[src/rtl/alu_responder_pkg.sv]
// Shared types and constants for the ALU responder.
package alu_responder_pkg;

   localparam int unsigned OP_W   = 4;
   localparam int unsigned MOVI_W = 2;

   // Opcode map presented by the driver
   typedef enum logic [OP_W-1:0] {
      OP_ADD  = 4'd0,
      OP_SUB  = 4'd1,
      OP_MULT = 4'd2,
      OP_SHL  = 4'd3,
      OP_SHR  = 4'd4,
      OP_ROL  = 4'd5,
      OP_ROR  = 4'd6,
      OP_NOT  = 4'd7,
      OP_AND  = 4'd8,
      OP_OR   = 4'd9,
      OP_XOR  = 4'd10,
      OP_NAND = 4'd11,
      OP_NOR  = 4'd12,
      OP_XNOR = 4'd13,
      OP_INC  = 4'd14,
      OP_DEC  = 4'd15
   } alu_op_t;

   // Operand-B source select; both 00 and 11 pick REG_B
   typedef enum logic [MOVI_W-1:0] {
      MOVI_REG_B  = 2'd0,
      MOVI_MEM    = 2'd1,
      MOVI_IMM    = 2'd2,
      MOVI_REG_B2 = 2'd3
   } alu_movi_t;

   typedef enum logic {
      IDLE = 1'b0,
      MUL  = 1'b1
   } alu_state_t;

endpackage

[src/rtl/alu_mult_seq.sv]
// Sequential shift-add multiplier: one multiplier bit per cycle, bit 0 folded
// into the start edge so the full product is ready DATA_WIDTH edges after start.
// done/product are combinational: product is valid in the cycle done is high
// and is what the accumulator takes on the following edge.
module alu_mult_seq
#(
   parameter int unsigned DATA_WIDTH = 8
)
(
   input  logic                      clk,
   input  logic                      rst,
   input  logic                      start,
   input  logic [DATA_WIDTH-1:0]     a,
   input  logic [DATA_WIDTH-1:0]     b,
   output logic                      busy,
   output logic                      done,
   output logic [2*DATA_WIDTH-1:0]   product
);

   localparam int unsigned P_W   = 2 * DATA_WIDTH;
   localparam int unsigned CNT_W = $clog2(DATA_WIDTH);

   logic [CNT_W-1:0]      count;
   logic [P_W-1:0]        acc;
   logic [P_W-1:0]        mcand;
   logic [P_W-1:0]        partial;
   logic [DATA_WIDTH-1:0] mplier;

   assign partial = mplier[0] ? mcand : '0;
   assign product = acc + partial;
   assign done    = busy && (count == CNT_W'(DATA_WIDTH - 2));

   // Shift-add datapath and bit counter
   always_ff @(posedge clk or posedge rst) begin
      if (rst) begin
         busy   <= 1'b0;
         count  <= '0;
         acc    <= '0;
         mcand  <= '0;
         mplier <= '0;
      end else if (start && !busy) begin
         busy   <= 1'b1;
         count  <= '0;
         acc    <= b[0] ? P_W'(a) : '0;
         mcand  <= P_W'({a, 1'b0});
         mplier <= b >> 1;
      end else if (busy) begin
         acc    <= product;
         mcand  <= mcand << 1;
         mplier <= mplier >> 1;
         count  <= count + CNT_W'(1);
         if (done) begin
            busy <= 1'b0;
         end
      end
   end

endmodule

[src/rtl/alu_responder.sv]
// ALU responder: accepts one op per ACT/ALU_RDY handshake and returns the
// result on EX_ALU/EX_ALU_VLD. Single-cycle ops stream at one per cycle,
// MULT runs on alu_mult_seq and holds ALU_RDY low until it completes.
// Optional: define ALU_CARRY_FLAG_EN to add the EX_CARRY output.
module alu_responder
   import alu_responder_pkg::*;
#(
   parameter int unsigned DATA_WIDTH = 8
)
(
   input  logic                  CLK,
   input  logic                  RST,
   input  logic                  ACT,
   input  logic [OP_W-1:0]       OP,
   input  logic [MOVI_W-1:0]     MOVI,
   input  logic [DATA_WIDTH-1:0] REG_A,
   input  logic [DATA_WIDTH-1:0] REG_B,
   input  logic [DATA_WIDTH-1:0] MEM,
   input  logic [DATA_WIDTH-1:0] IMM,
   output logic                  ALU_RDY,
   output logic [DATA_WIDTH-1:0] EX_ALU,
   output logic                  EX_ALU_VLD
`ifdef ALU_CARRY_FLAG_EN
   ,
   output logic                  EX_CARRY
`endif
);

   localparam int unsigned W = DATA_WIDTH;

   alu_state_t       state;
   alu_state_t       state_next;
   alu_op_t          op;
   logic             accept;
   logic             mult_start;
   logic             mult_busy;
   logic             mult_done;
   logic [2*W-1:0]   mult_prod;
   logic [W-1:0]     opb;
   logic [W-1:0]     alu_res;
   logic [W-1:0]     res_next;
   logic             rdy_next;
   logic             vld_next;

   assign op         = alu_op_t'(OP);
   assign accept     = ACT && ALU_RDY && !mult_busy;
   assign mult_start = accept && (op == OP_MULT);

   // Operand-B source mux
   always_comb begin
      opb = REG_B;
      case (alu_movi_t'(MOVI))
         MOVI_MEM: opb = MEM;
         MOVI_IMM: opb = IMM;
         default:  opb = REG_B;
      endcase
   end

   // Single-cycle result for every non-MULT opcode
   always_comb begin
      alu_res = '0;
      case (op)
         OP_ADD:  alu_res = REG_A + opb;
         OP_SUB:  alu_res = REG_A - opb;
         OP_SHL:  alu_res = {REG_A[W-2:0], 1'b0};
         OP_SHR:  alu_res = {1'b0, REG_A[W-1:1]};
         OP_ROL:  alu_res = {REG_A[W-2:0], REG_A[W-1]};
         OP_ROR:  alu_res = {REG_A[0], REG_A[W-1:1]};
         OP_NOT:  alu_res = ~REG_A;
         OP_AND:  alu_res = REG_A & opb;
         OP_OR:   alu_res = REG_A | opb;
         OP_XOR:  alu_res = REG_A ^ opb;
         OP_NAND: alu_res = ~(REG_A & opb);
         OP_NOR:  alu_res = ~(REG_A | opb);
         OP_XNOR: alu_res = ~(REG_A ^ opb);
         OP_INC:  alu_res = REG_A + W'(1);
         OP_DEC:  alu_res = REG_A - W'(1);
         default: alu_res = '0;
      endcase
   end

`ifdef ALU_CARRY_FLAG_EN
   logic alu_cy;
   logic cy_next;

   // Carry/borrow/shifted-out bit for single-cycle ops
   always_comb begin
      alu_cy = 1'b0;
      case (op)
         OP_ADD:  alu_cy = (alu_res < REG_A);
         OP_SUB:  alu_cy = (REG_A < opb);
         OP_SHL:  alu_cy = REG_A[W-1];
         OP_ROL:  alu_cy = REG_A[W-1];
         OP_SHR:  alu_cy = REG_A[0];
         OP_ROR:  alu_cy = REG_A[0];
         OP_INC:  alu_cy = &REG_A;
         OP_DEC:  alu_cy = (REG_A == '0);
         default: alu_cy = 1'b0;
      endcase
   end
`else
   logic [W-1:0] unused_prod_hi;
   assign unused_prod_hi = mult_prod[2*W-1:W];
`endif

   alu_mult_seq #(
      .DATA_WIDTH (W)
   ) u_mult (
      .clk     (CLK),
      .rst     (RST),
      .start   (mult_start),
      .a       (REG_A),
      .b       (opb),
      .busy    (mult_busy),
      .done    (mult_done),
      .product (mult_prod)
   );

   // FSM state register
   always_ff @(posedge CLK or posedge RST) begin
      if (RST) begin
         state <= IDLE;
      end else begin
         state <= state_next;
      end
   end

   // FSM next-state
   always_comb begin
      state_next = state;
      case (state)
         IDLE:    if (mult_start) state_next = MUL;
         MUL:     if (mult_done)  state_next = IDLE;
         default: state_next = IDLE;
      endcase
   end

   // Next values for the registered outputs
   always_comb begin
      rdy_next = (state_next == IDLE);
      vld_next = 1'b0;
      res_next = alu_res;
`ifdef ALU_CARRY_FLAG_EN
      cy_next  = alu_cy;
`endif
      case (state)
         IDLE: begin
            if (accept && (op != OP_MULT)) begin
               vld_next = 1'b1;
            end
         end
         MUL: begin
            if (mult_done) begin
               vld_next = 1'b1;
               res_next = mult_prod[W-1:0];
`ifdef ALU_CARRY_FLAG_EN
               cy_next  = |mult_prod[2*W-1:W];
`endif
            end
         end
         default: vld_next = 1'b0;
      endcase
   end

   // Output registers; EX_ALU holds between valid pulses
   always_ff @(posedge CLK or posedge RST) begin
      if (RST) begin
         ALU_RDY    <= 1'b0;
         EX_ALU     <= '0;
         EX_ALU_VLD <= 1'b0;
`ifdef ALU_CARRY_FLAG_EN
         EX_CARRY   <= 1'b0;
`endif
      end else begin
         ALU_RDY    <= rdy_next;
         EX_ALU_VLD <= vld_next;
         if (vld_next) begin
            EX_ALU   <= res_next;
`ifdef ALU_CARRY_FLAG_EN
            EX_CARRY <= cy_next;
`endif
         end
      end
   end

endmodule

[config.mk]
export PLATFORM = sky130hd
export DESIGN_NAME = alu_responder
export DESIGN_NICKNAME = d
export VERILOG_FILES = /design/src/rtl/alu_responder_pkg.sv /design/src/rtl/alu_mult_seq.sv /design/src/rtl/alu_responder.sv
export SDC_FILE = /design/constraint.sdc
export NUM_CORES = 1
export LEC_CHECK = 0
export BUFFER_PORTS_ARGS = -buffer_cell sky130_fd_sc_hd__buf_4
export CAP_MARGIN = 5
export CORE_AREA = 2 2 109 111
export CTS_BUF_LIST = sky130_fd_sc_hd__clkbuf_4 sky130_fd_sc_hd__clkbuf_8
export DETAILED_ROUTE_END_ITERATION = 8
export DIE_AREA = 0 0 111 113
export HOLD_SLACK_MARGIN = 0.15
export SLEW_MARGIN = 25
export SYNTH_ARGS = -nofsm -noshare
export SYNTH_HDL_FRONTEND = slang
export SYNTH_SLANG_ARGS = --single-unit
[constraint.sdc]
create_clock -name CLK -period 2.15 [get_ports CLK]
set_input_delay 0.3225 -clock CLK [delete_from_list [all_inputs] [get_ports CLK]]
set_output_delay 0.3225 -clock CLK [all_outputs]
set_load 0.005 [all_outputs]
Word level (Yosys, flattened, before mapping)
Cells that the tools add are included.
{ "word_totals": {"reg_bits": 55, "inputBits": 41, "wordCells": 74} }
{ "classes": {"n_addsub": 6, "eq_ne": 19, "muxes": 22, "n_bitwise": 9, "reduce_logical": 9} }
{ "op_table": {"columns": ["op", "count"], "rows": [
  ["$pmux W8 S15", 1],
  ["$mux W16", 5],
  ["$mux W8", 5],
  ["$eq A4 B4 Y1 const B", 8],
  ["$not A8 Y8", 4],
  ["$add A16 B16 Y16", 1],
  ["$eq A4 B3 Y1 const B", 4],
  ["$pmux W8 S2", 1],
  ["$add A8 B1 Y8 const B", 1],
  ["$add A8 B8 Y8", 1],
  ["$and A8 B8 Y8", 1],
  ["$eq A4 B2 Y1 const B", 2],
  ["$or A8 B8 Y8", 1],
  ["$sub A8 B1 Y8 const B", 1],
  ["$sub A8 B8 Y8", 1],
  ["$xor A8 B8 Y8", 1],
  ["$logic_and A1 B1 Y1", 6],
  ["$mux W1", 6],
  ["$mux W3", 2],
  ["$eq A4 B1 Y1 const B", 1],
  ["$logic_not A4 Y1", 1],
  ["$ne A4 B2 Y1 const B", 1],
  ["$pmux W1 S2", 2],
  ["$add A3 B1 Y3 const B", 1],
  ["other kinds (6)", 7]
]} }

Logic depth before layout (Yosys ltp)
Gate-level depths: netlist (run 1).
{ "logic_depth": {"ltp_word": 7, "depth_mapped": 20, "ltp_nobuf": 18} }

Modules after synthesis
Synthesis (run 1) repeated with hierarchy kept, for this count alone.
{ "unflattened": {"cells_unflattened": 614, "area_unflattened_um2": 4984.8} }
{ "by_module_without_submodules": {"columns": ["mod", "n_inst", "cells_each", "area_each_um2", "seq_area_each_um2"], "rows": [
  ["alu_mult_seq", 1, 280, 2647.5, 1051.0],
  ["alu_responder", 1, 334, 2337.2, 275.3]
]} }

Worst setup path after synthesis (run 1)
OpenSTA, ideal clock, no wires.
{ "synth_path": {"path_type": "input-to-reg", "startpoint": "in MOVI[0]", "endpoint": "reg EX_ALU[7]", "setup_ns": 0.101, "arrival_time_ns": 3.290, "slack_ns": -1.240, "stages": 19, "path_buffers": 2, "path_cell_list": "inv_1 ha_1 buf_6 a221oi_4 nor2_2 inv_2 buf_2 nor2_1 o32a_1 nand3_1 inv_1 ha_1 nor2b_1 o21ai_0 a21oi_1 o41ai_1 xnor2_1 o2111ai_1 o311ai_2"} }
{ "synth_between": {"elab_chain_cells": 7, "elab_cells_between_ends": 14, "classes_between": "add/sub (2); eq/ne (2); mux (4); bitwise (6)"} }
{ "synth_rtl": {"columns": ["item", "line", "text"], "rows": [
  ["start, declared", "alu_responder.sv:15", "input logic [MOVI_W-1:0] MOVI,"],
  ["$eq A2 B2 Y1 / $eq A2 B1 Y1 (equally long branches)", "alu_responder.sv:52", "case (alu_movi_t'(MOVI))"],
  ["$pmux W8 S2 *", "alu_responder.sv:52", null],
  ["parallel branches: the longest is 2 deep, another holds $sub A8 B8 Y8", null, null],
  ["$pmux W8 S15 *", "alu_responder.sv:62", "case (op)"],
  ["$mux W8", "alu_responder.sv:153", "if (mult_done) begin"],
  ["$mux W8 *", "alu_responder.sv:146", "case (state)"],
  ["end signal, assigned", "alu_responder.sv:178", "EX_ALU <= res_next;"],
  ["end, declared", "alu_responder.sv:21", "output logic [DATA_WIDTH-1:0] EX_ALU,"]
]} }
Mark *: on every way between the ends.
A chain may end at the register's enable or synchronous reset.

Final worst setup path (run 1)
Same ends and word-level chain as after synthesis.

==> results of run 1 <==
[cells by family (layout without fill, tap and decap cells)]
group	after synthesis	count (layout)	synth area share (%)
xor gates and xnor gates	14	14	3.16
AOI/OAI and AO/OA	151	151	28.2
adders and majority gates	34	34	11.4
DFF	37	37	23.9
and+or+nand+nor	174	174	22.4
muxes	14	14	3.68
buffers and inverters	64	195	7.23
[metrics by stage]
stage / cell area (µm²) / util [%] / cells
finish: 5500 / 48.8 / 762
global route: 5500 / 48.8 / 762
floorplan: 3960 / - / 488
global placement: 5060 / 44.9 / 744
detailed placement: 5060 / 44.9 / 744
CTS: 5310 / 47.1 / 758
[critical path, cell delays in order]
cell and delay (ps):
buf_12 100, inv_12 30, ha_4 260, buf_6 120
a221oi_4 190, or2_4 190, buf_6 110, nand3_2 90
nor2b_1 170, o32ai_2 230, nor2_1 90, ha_1 340
o21ai_2 150, a21oi_2 70, o41ai_4 310, xnor2_2 190
o2111ai_2 150, o311ai_2 100
[what timing repair did]
action,4_1_cts,5_1_grt
hold buffers,0,0
gates resized for setup,27,37
setup endpoints to repair,8,10
pin swaps,23,31
setup buffers,7,5
[where the power goes]
part           total [mW]  internal, mW  switching, mW
clock               0.546         0.290          0.256
sequential           1.19         0.993          0.195
combinational        2.52          1.26           1.27
total                4.26          2.54           1.72
[how the worst max path moves through the flow]
| stage | to | slack [ps] | depth (start not counted) |
|---|---|---|---|
| 6_report | EX_ALU[7]$_DFFE_PP0P_ | -880 | 18 |
| 3_3_place_gp | EX_ALU[3]$_DFFE_PP0P_ | -1180 | 18 |
| 2_1_floorplan | EX_ALU[7]$_DFFE_PP0P_ | -920 | 19 |
| 4_1_cts | EX_ALU[7]$_DFFE_PP0P_ | -910 | 19 |
| 5_1_grt | EX_ALU[7]$_DFFE_PP0P_ | -1010 | 18 |
| 3_5_place_dp | EX_ALU[7]$_DFFE_PP0P_ | -1210 | 17 |
[synth_stat cells, types with 9 or more instances]
cell type	n	share of area, %
nand2_1	71	6.9
dfrtp_1	37	24
o21ai_0	37	4.8
ha_1	32	10
nor2_1	28	2.7
inv_1	26	2.5
a21oi_1	22	2.8
nor2b_1	16	2.6
nand3_1	15	1.9
buf_2	14	1.8
mux2i_1	12	3.1
clkbuf_1	10	0.97
xnor2_1	10	2.3
and2_1	9	1.5
o221ai_1	9	2.0
o22ai_1	9	1.5
[sequential cells by signal (all words and copies together) (netlist names)]
name and count:
state 1, u_mult.busy 1, ALU_RDY 1, u_mult.mplier 7, u_mult.acc 8, EX_ALU 8, u_mult.mcand 7, u_mult.count 3
EX_ALU_VLD 1
[area by class of cell]
class                   count  area [µm²]
repair buffers            155        1230
clock inverters             1        5.00
well taps                 143         179
flip-flops and latches     37         926
clock buffers               7        96.3
multi-input cells         387        2920
inverters                  32         138
fillers                  1069        5780
[routing by layer]
metal  wire length [µm]  vias to the layer above  GRT usage [%]
li1                   -                     2034              -
met1               5730                     2049           27.1
met2               6500                      176           35.7
met3                691                       40           2.04
met4                407                        0           6.92
met5                  0                        -              0
==> summary.md, run 1 <==
| Metric | Value |
|---|---|
| Die area | 12,500 µm² |
| Max Root-Sink Buffers | 2 |
| Area grow syn2layout | 41.8% |
| Vias in the first global route | 4,208 |
| Final wirelength | 13,300 µm |
| Most frequent cells in the layout | buf_4, nand2_1, dfrtp_1, o21ai_0 |
| Status | finished with violations |
| Synth cell types | 72 |
| Layout cells sized above 1 | 38.0% |
| Worst-Margin Slew | 674 ps |
| Avg Inst Size Synth | 7.94 µm² |
| Clock skew | 2.84 ps |
| Pwr/cell area | 774 nW/µm² |
| Die Span Y | 113 µm |
| Reg2Reg Depth | 11 |
| CTS tree | done |
| Hold slack | 150 ps |
| CTS buffer count | 5 |
| Worst-Skew Late Latency | 280 ps |
| Yosys reg bits | 37 |
| Die X | 111 µm |
| Total track usage | 20.6% |
| Worst-path fanout max | 7 |
| Gr ovfl total | 0 |
| Final GP Congestion | 0.951 |
| DR WL/cell | 17.5 µm |
| Yosys Warn Count | 0 |
| Final HPWL from detailed placement | 10,300 µm |
| R2R Path End | EX_ALU[7]$_DFFE_PP0P_ |
| Worst-path clk slew | 80 ps |
| Slew HR | 54.9% |
| FF-to-FF Start | u_mult.mcand[1]$_DFFE_PP0P_ |
| Worst IR drop on VDD | 0.000800 V |
| Root Driver | clkbuf_8 |
| Max Cap Viol | 0 |
| Primary FF master, synth | dfrtp_1 |
| Final period utilization | 141% |
| Crit path time final | 3030 ps |
| Place WS | -1210 ps |
| Count of final hold-check violations | 0 |
| Max frequency | 330 MHz |
| ANT nets after route | 0 |
| Vias | 4,299 |
| Crit Path Category | input pin to register |
| # IOs | 51 |
| Syn_nets | 563 |
| Fin Setup TNS | -5610 ps |
| Seq/Total Area, Yosys | 23.9% |
| Worst R2R Setup Slack | -270 ps |
| H-tree level count | 2 |
| Failing checks | setup timing |
| Worst Path Required | 2340 ps |
| Drt via density | 5.64 |
| Pwr Total | 4.26 mW |
| Cells after Synth | 488 |
| Synthesized area | 3870 µm² |
| Final Setup Violations | 8 |
| Port Buffer Count | 50 |
| Crit start category | input pin |
| Hold Path Class | input pin to asynchronous set/reset pin |
| Final WS setup | -882 ps |
| Initial drt markers | 336 |
| Initial antenna violation count | 0 |
| # DRC | 0 |
| Largest net degree at the start of global routing | 40 |
| Crit. End Element | register |
| Starting density of the core | 34.4% |
| Leak | 2.53 nW |
| RSZ-0062 raised after global routing | true |
| # clock sinks | 37 |
| Slew Limit Fails | 0 |
| Ant diodes | 0 |
| CP arrival | 3220 ps |
| NumNets Final | 693 |
| EDFF count, synth | 0 |
| Async set-reset flop share out of synthesis | 100% |
| Global-route wire length before repair | 21,000 µm |
| DRT Pass-1 Iters | 5 |
| Rows | 39 |
| Crit path launch | MOVI[0] |
| Core area | 11,300 µm² |
| Commonest non-fill, non-tap cell in the layout | buf_4 |
Note: power is estimated with default switching activity, not from simulation.
==> inputs of run 2 (changes only) <==
--- a/config.mk
+++ b/config.mk
@@ -7,12 +7,14 @@
 export LEC_CHECK = 0
 export BUFFER_PORTS_ARGS = -buffer_cell sky130_fd_sc_hd__buf_4
 export CAP_MARGIN = 5
-export CORE_AREA = 2 2 109 111
+export CORE_AREA = 2 2 123 125
 export CTS_BUF_LIST = sky130_fd_sc_hd__clkbuf_4 sky130_fd_sc_hd__clkbuf_8
 export DETAILED_ROUTE_END_ITERATION = 8
-export DIE_AREA = 0 0 111 113
+export DIE_AREA = 0 0 125 127
+export GPL_ROUTABILITY_DRIVEN = 0
 export HOLD_SLACK_MARGIN = 0.15
 export SLEW_MARGIN = 25
 export SYNTH_ARGS = -nofsm -noshare
 export SYNTH_HDL_FRONTEND = slang
+export SYNTH_HIERARCHICAL = 1
 export SYNTH_SLANG_ARGS = --single-unit
==> run 2 against run 1 <==
The run still ends with setup timing left. Register-to-register slack worse by 120 ps. Final cell count grew 3.5%. Critical path depth shrank 1. Via count fell by 3.9%. Cell area is 0.89% lower. Clock-buffer cell count fell by 1. Worst hold slack gained 280 ps. Synthesized cell count down 1.0%. Maximum frequency shrank 0.84%. First-iteration DRC count rose by 11%. Clock skew grew 5.9 ps. Routed wire length shrank 0.40%. Critical endpoint is now EX_ALU[4]$_DFFE_PP0P_. Highest routed layer unchanged.
==> summary.md, run 2 <==
| Metric | Value |
|---|---|
| Initial drt markers | 372 (+11%) |
| Root Driver | clkbuf_8 |
| Gr ovfl total | 0 (unchanged) |
| # DRC | 0 (unchanged) |
| Worst Path Required | 2310 ps (-30 ps) |
| Slew HR | 63.6% (+8.6 points) |
| Failing checks | setup timing |
| Hold Crit Depth | 3 |
| Area grow syn2layout | 42.8% |
| Core area | 14,400 µm² (+28%) |
| Worst R2R Setup Slack | -390 ps (-120 ps) |
| Max Cap Viol | 0 (unchanged) |
| Ant diodes | 0 (unchanged) |
| # IOs | 51 (unchanged) |
| RSZ-0062 raised after global routing | true |
| CTS buffer count | 5 (unchanged) |
| Crit Path Category | input pin to register |
| Clock skew | 8.77 ps (+5.92 ps) |
| Final Setup Violations | 8 (unchanged) |
| Port Buffer Count | 50 (unchanged) |
| Die X | 125 µm (+13%) |
| Vias | 4,132 (-3.9%) |
| Crit. End Element | register |
| Syn_nets | 561 (-0.36%) |
| FF/Latch Area | 926 µm² (unchanged) |
| Yosys Warn Count | 6 (+6) |
| Global-route wire length before repair | 21,000 µm (-0.20%) |
| Leak | 2.48 nW (-2.1%) |
| Vias in the first global route | 4,053 (-3.7%) |
| Max Root-Sink Buffers | 2 (unchanged) |
| NumNets Final | 682 (-1.6%) |
| Hold Crit Endpoint | u_mult/acc[6]$_DFFE_PP0P_ |
| CP arrival | 3220 ps (about the same) |
| Slew Limit Fails | 0 (unchanged) |
| Hold Path Class | input pin to register |
| Avg Inst Size Synth | 7.90 µm² (-0.53%) |
| Fillcell total | 1,473 (+38%) |
| Worst-path fanout max | 6 (-1) |
| Rows | 44 (+13%) |
| Fin Setup TNS | -5420 ps (+183 ps) |
| Max frequency | 327 MHz (-0.84%) |
| Largest net degree at the start of global routing | 44 (+10%) |
| Final period utilization | 142% (+1.2 points) |
| Worst-Margin Slew | 545 ps (-129 ps) |
| Die area | 15,900 µm² (+27%) |
| Layout cells sized above 1 | 35.4% (-2.6 points) |
| Registers with the most flip-flops | EX_ALU x8, u_mult/acc x8 |
| # clock sinks | 37 (unchanged) |
| Initial antenna violation count | 0 (unchanged) |
| Area of the multi-input gates | 2890 µm² (-0.81%) |
| Commonest non-fill, non-tap cell in the layout | buf_4 |
| H-tree level count | 2 (unchanged) |
| Die Span Y | 127 µm (+12%) |
| Worst-Skew Late Latency | 290 ps (about the same) |
| Drt via density | 5.24 (-7.2%) |
| Synthesized area | 3810 µm² (-1.5%) |
| DR WL/cell | 16.8 µm (-3.8%) |
| Final WS setup | -908 ps (-25.7 ps) |
| Final HPWL from detailed placement | 10,200 µm (-0.85%) |
| ANT nets after route | 0 (unchanged) |
| Pwr/cell area | 684 nW/µm² (-12%) |
| R2R Path End | EX_ALU[7]$_DFFE_PP0P_ |
| DRT Pass-1 Iters | 5 (unchanged) |
| Crit path time final | 3060 ps (+25.7 ps) |
| Reg2Reg Depth | 10 (-1) |
| Total track usage | 16.2% (-4.4 points) |
| FF-to-FF Start | u_mult/mplier[0]$_DFFE_PP0P_ |
| Hold_sp | REG_A[6] |
| Count of final hold-check violations | 0 (unchanged) |
| Crit start category | input pin |
| Most frequent cells in the layout | buf_4, nand2_1, nor2_1, dfrtp_1, o21ai_0 |
| Final wirelength | 13,300 µm (-0.40%) |
| Hold slack | 430 ps (+280 ps) |
| Starting density of the core | 26.4% (-7.9 points) |
| Cells after Synth | 483 (-1.0%) |
| CTS tree | done |
| Worst IR drop on VDD | 0.000285 V (-64%) |
| Worst-path clk slew | 70 ps (about the same) |
| Status | finished with violations |
run 2: cell types whose count changed in the layout (fill, tap and decap cells not counted), moves of 5 or more:
cell      previous run  this run
mux2i_1             12        22
a31o_1               0         5
o221ai_1             9         2
a22oi_1              7        15
buf_6               12         3
nor2b_1             12         7
a21oi_1             15        24
nor2_1              27        40
nand2_1             68        41
nand3_1             13         6
buf_4              141       147
run 2: where the power goes:
| part | leakage (nW) | switching [mW] | internal (mW) | total [mW] |
|---|---|---|---|---|
| combinational | 1.96 | 1.08 | 1.06 | 2.14 |
| clock | 0.0484 | 0.241 | 0.237 | 0.479 |
| sequential | 0.477 | 0.170 | 0.942 | 1.11 |
run 2: worst max path at each step:
stage                        from                     to  slack [ps]
after floorplan           MOVI[0]  EX_ALU[5]$_DFFE_PP0P_        -960
after global placement    MOVI[0]  EX_ALU[5]$_DFFE_PP0P_       -1130
after detailed placement  MOVI[1]  EX_ALU[4]$_DFFE_PP0P_       -1240
after CTS                 MOVI[0]  EX_ALU[5]$_DFFE_PP0P_        -900
after global routing      MOVI[1]  EX_ALU[4]$_DFFE_PP0P_       -1100
final                     MOVI[1]  EX_ALU[4]$_DFFE_PP0P_        -910
run 2: per-stage QoR:
step                worst slack [ps]  instances  total power [mW]  utilization, %  area [µm²]
finish                          -908        789              3.73            37.8        5450
floorplan                       -955        483              2.29               -        3940
global route                   -1100        789              4.02            37.8        5450
global placement               -1130        772              3.02            35.1        5060
CTS                             -897        785              3.64            36.8        5310
detailed placement             -1240        772              3.07            35.1        5060
run 2: cell type report:
class	instances	area share (%)
clock buffers	6	1.40
multi-input cells	375	53.1
well taps	184	4.23
clock inverters	2	0.184
inverters	32	2.34
repair buffers	153	21.7
flip-flops and latches	37	17.0
run 2: repair_timing:
action | in CTS | in global routing
hold endpoints to repair | 37 | 0
pin swaps | 19 | 20
hold buffers | 1 | 0
resized for setup | 27 | 20
buffers inserted | 5 | 4
endpoints found under the setup margin | 9 | 10
run 2: routing by layer:
metal | wire length [µm] | share of wire, % | vias to the layer above | GRT usage [%]
met2 | 6390 | 48 | 160 | 27.8
met3 | 940 | 7.1 | 8 | 3.48
met5 | 0 | 0 | - | 0
met1 | 5830 | 44 | 1972 | 21.6
li1 | - | - | 1992 | -
met4 | 102 | 0.77 | 0 | 2.29
run 2: worst max-delay path, cell delays in order:
cell,delay [ps]
buf_8,100
ha_4,270
buf_6,140
a221oi_4,200
nor2_1,90
buf_4,170
nor2_1,140
nand2_1,110
a31o_1,240
a32o_1,200
a21oi_1,140
ha_1,290
xor2_1,190
a222oi_1,290
nand2_1,120
a21oi_2,140
o21ai_1,60
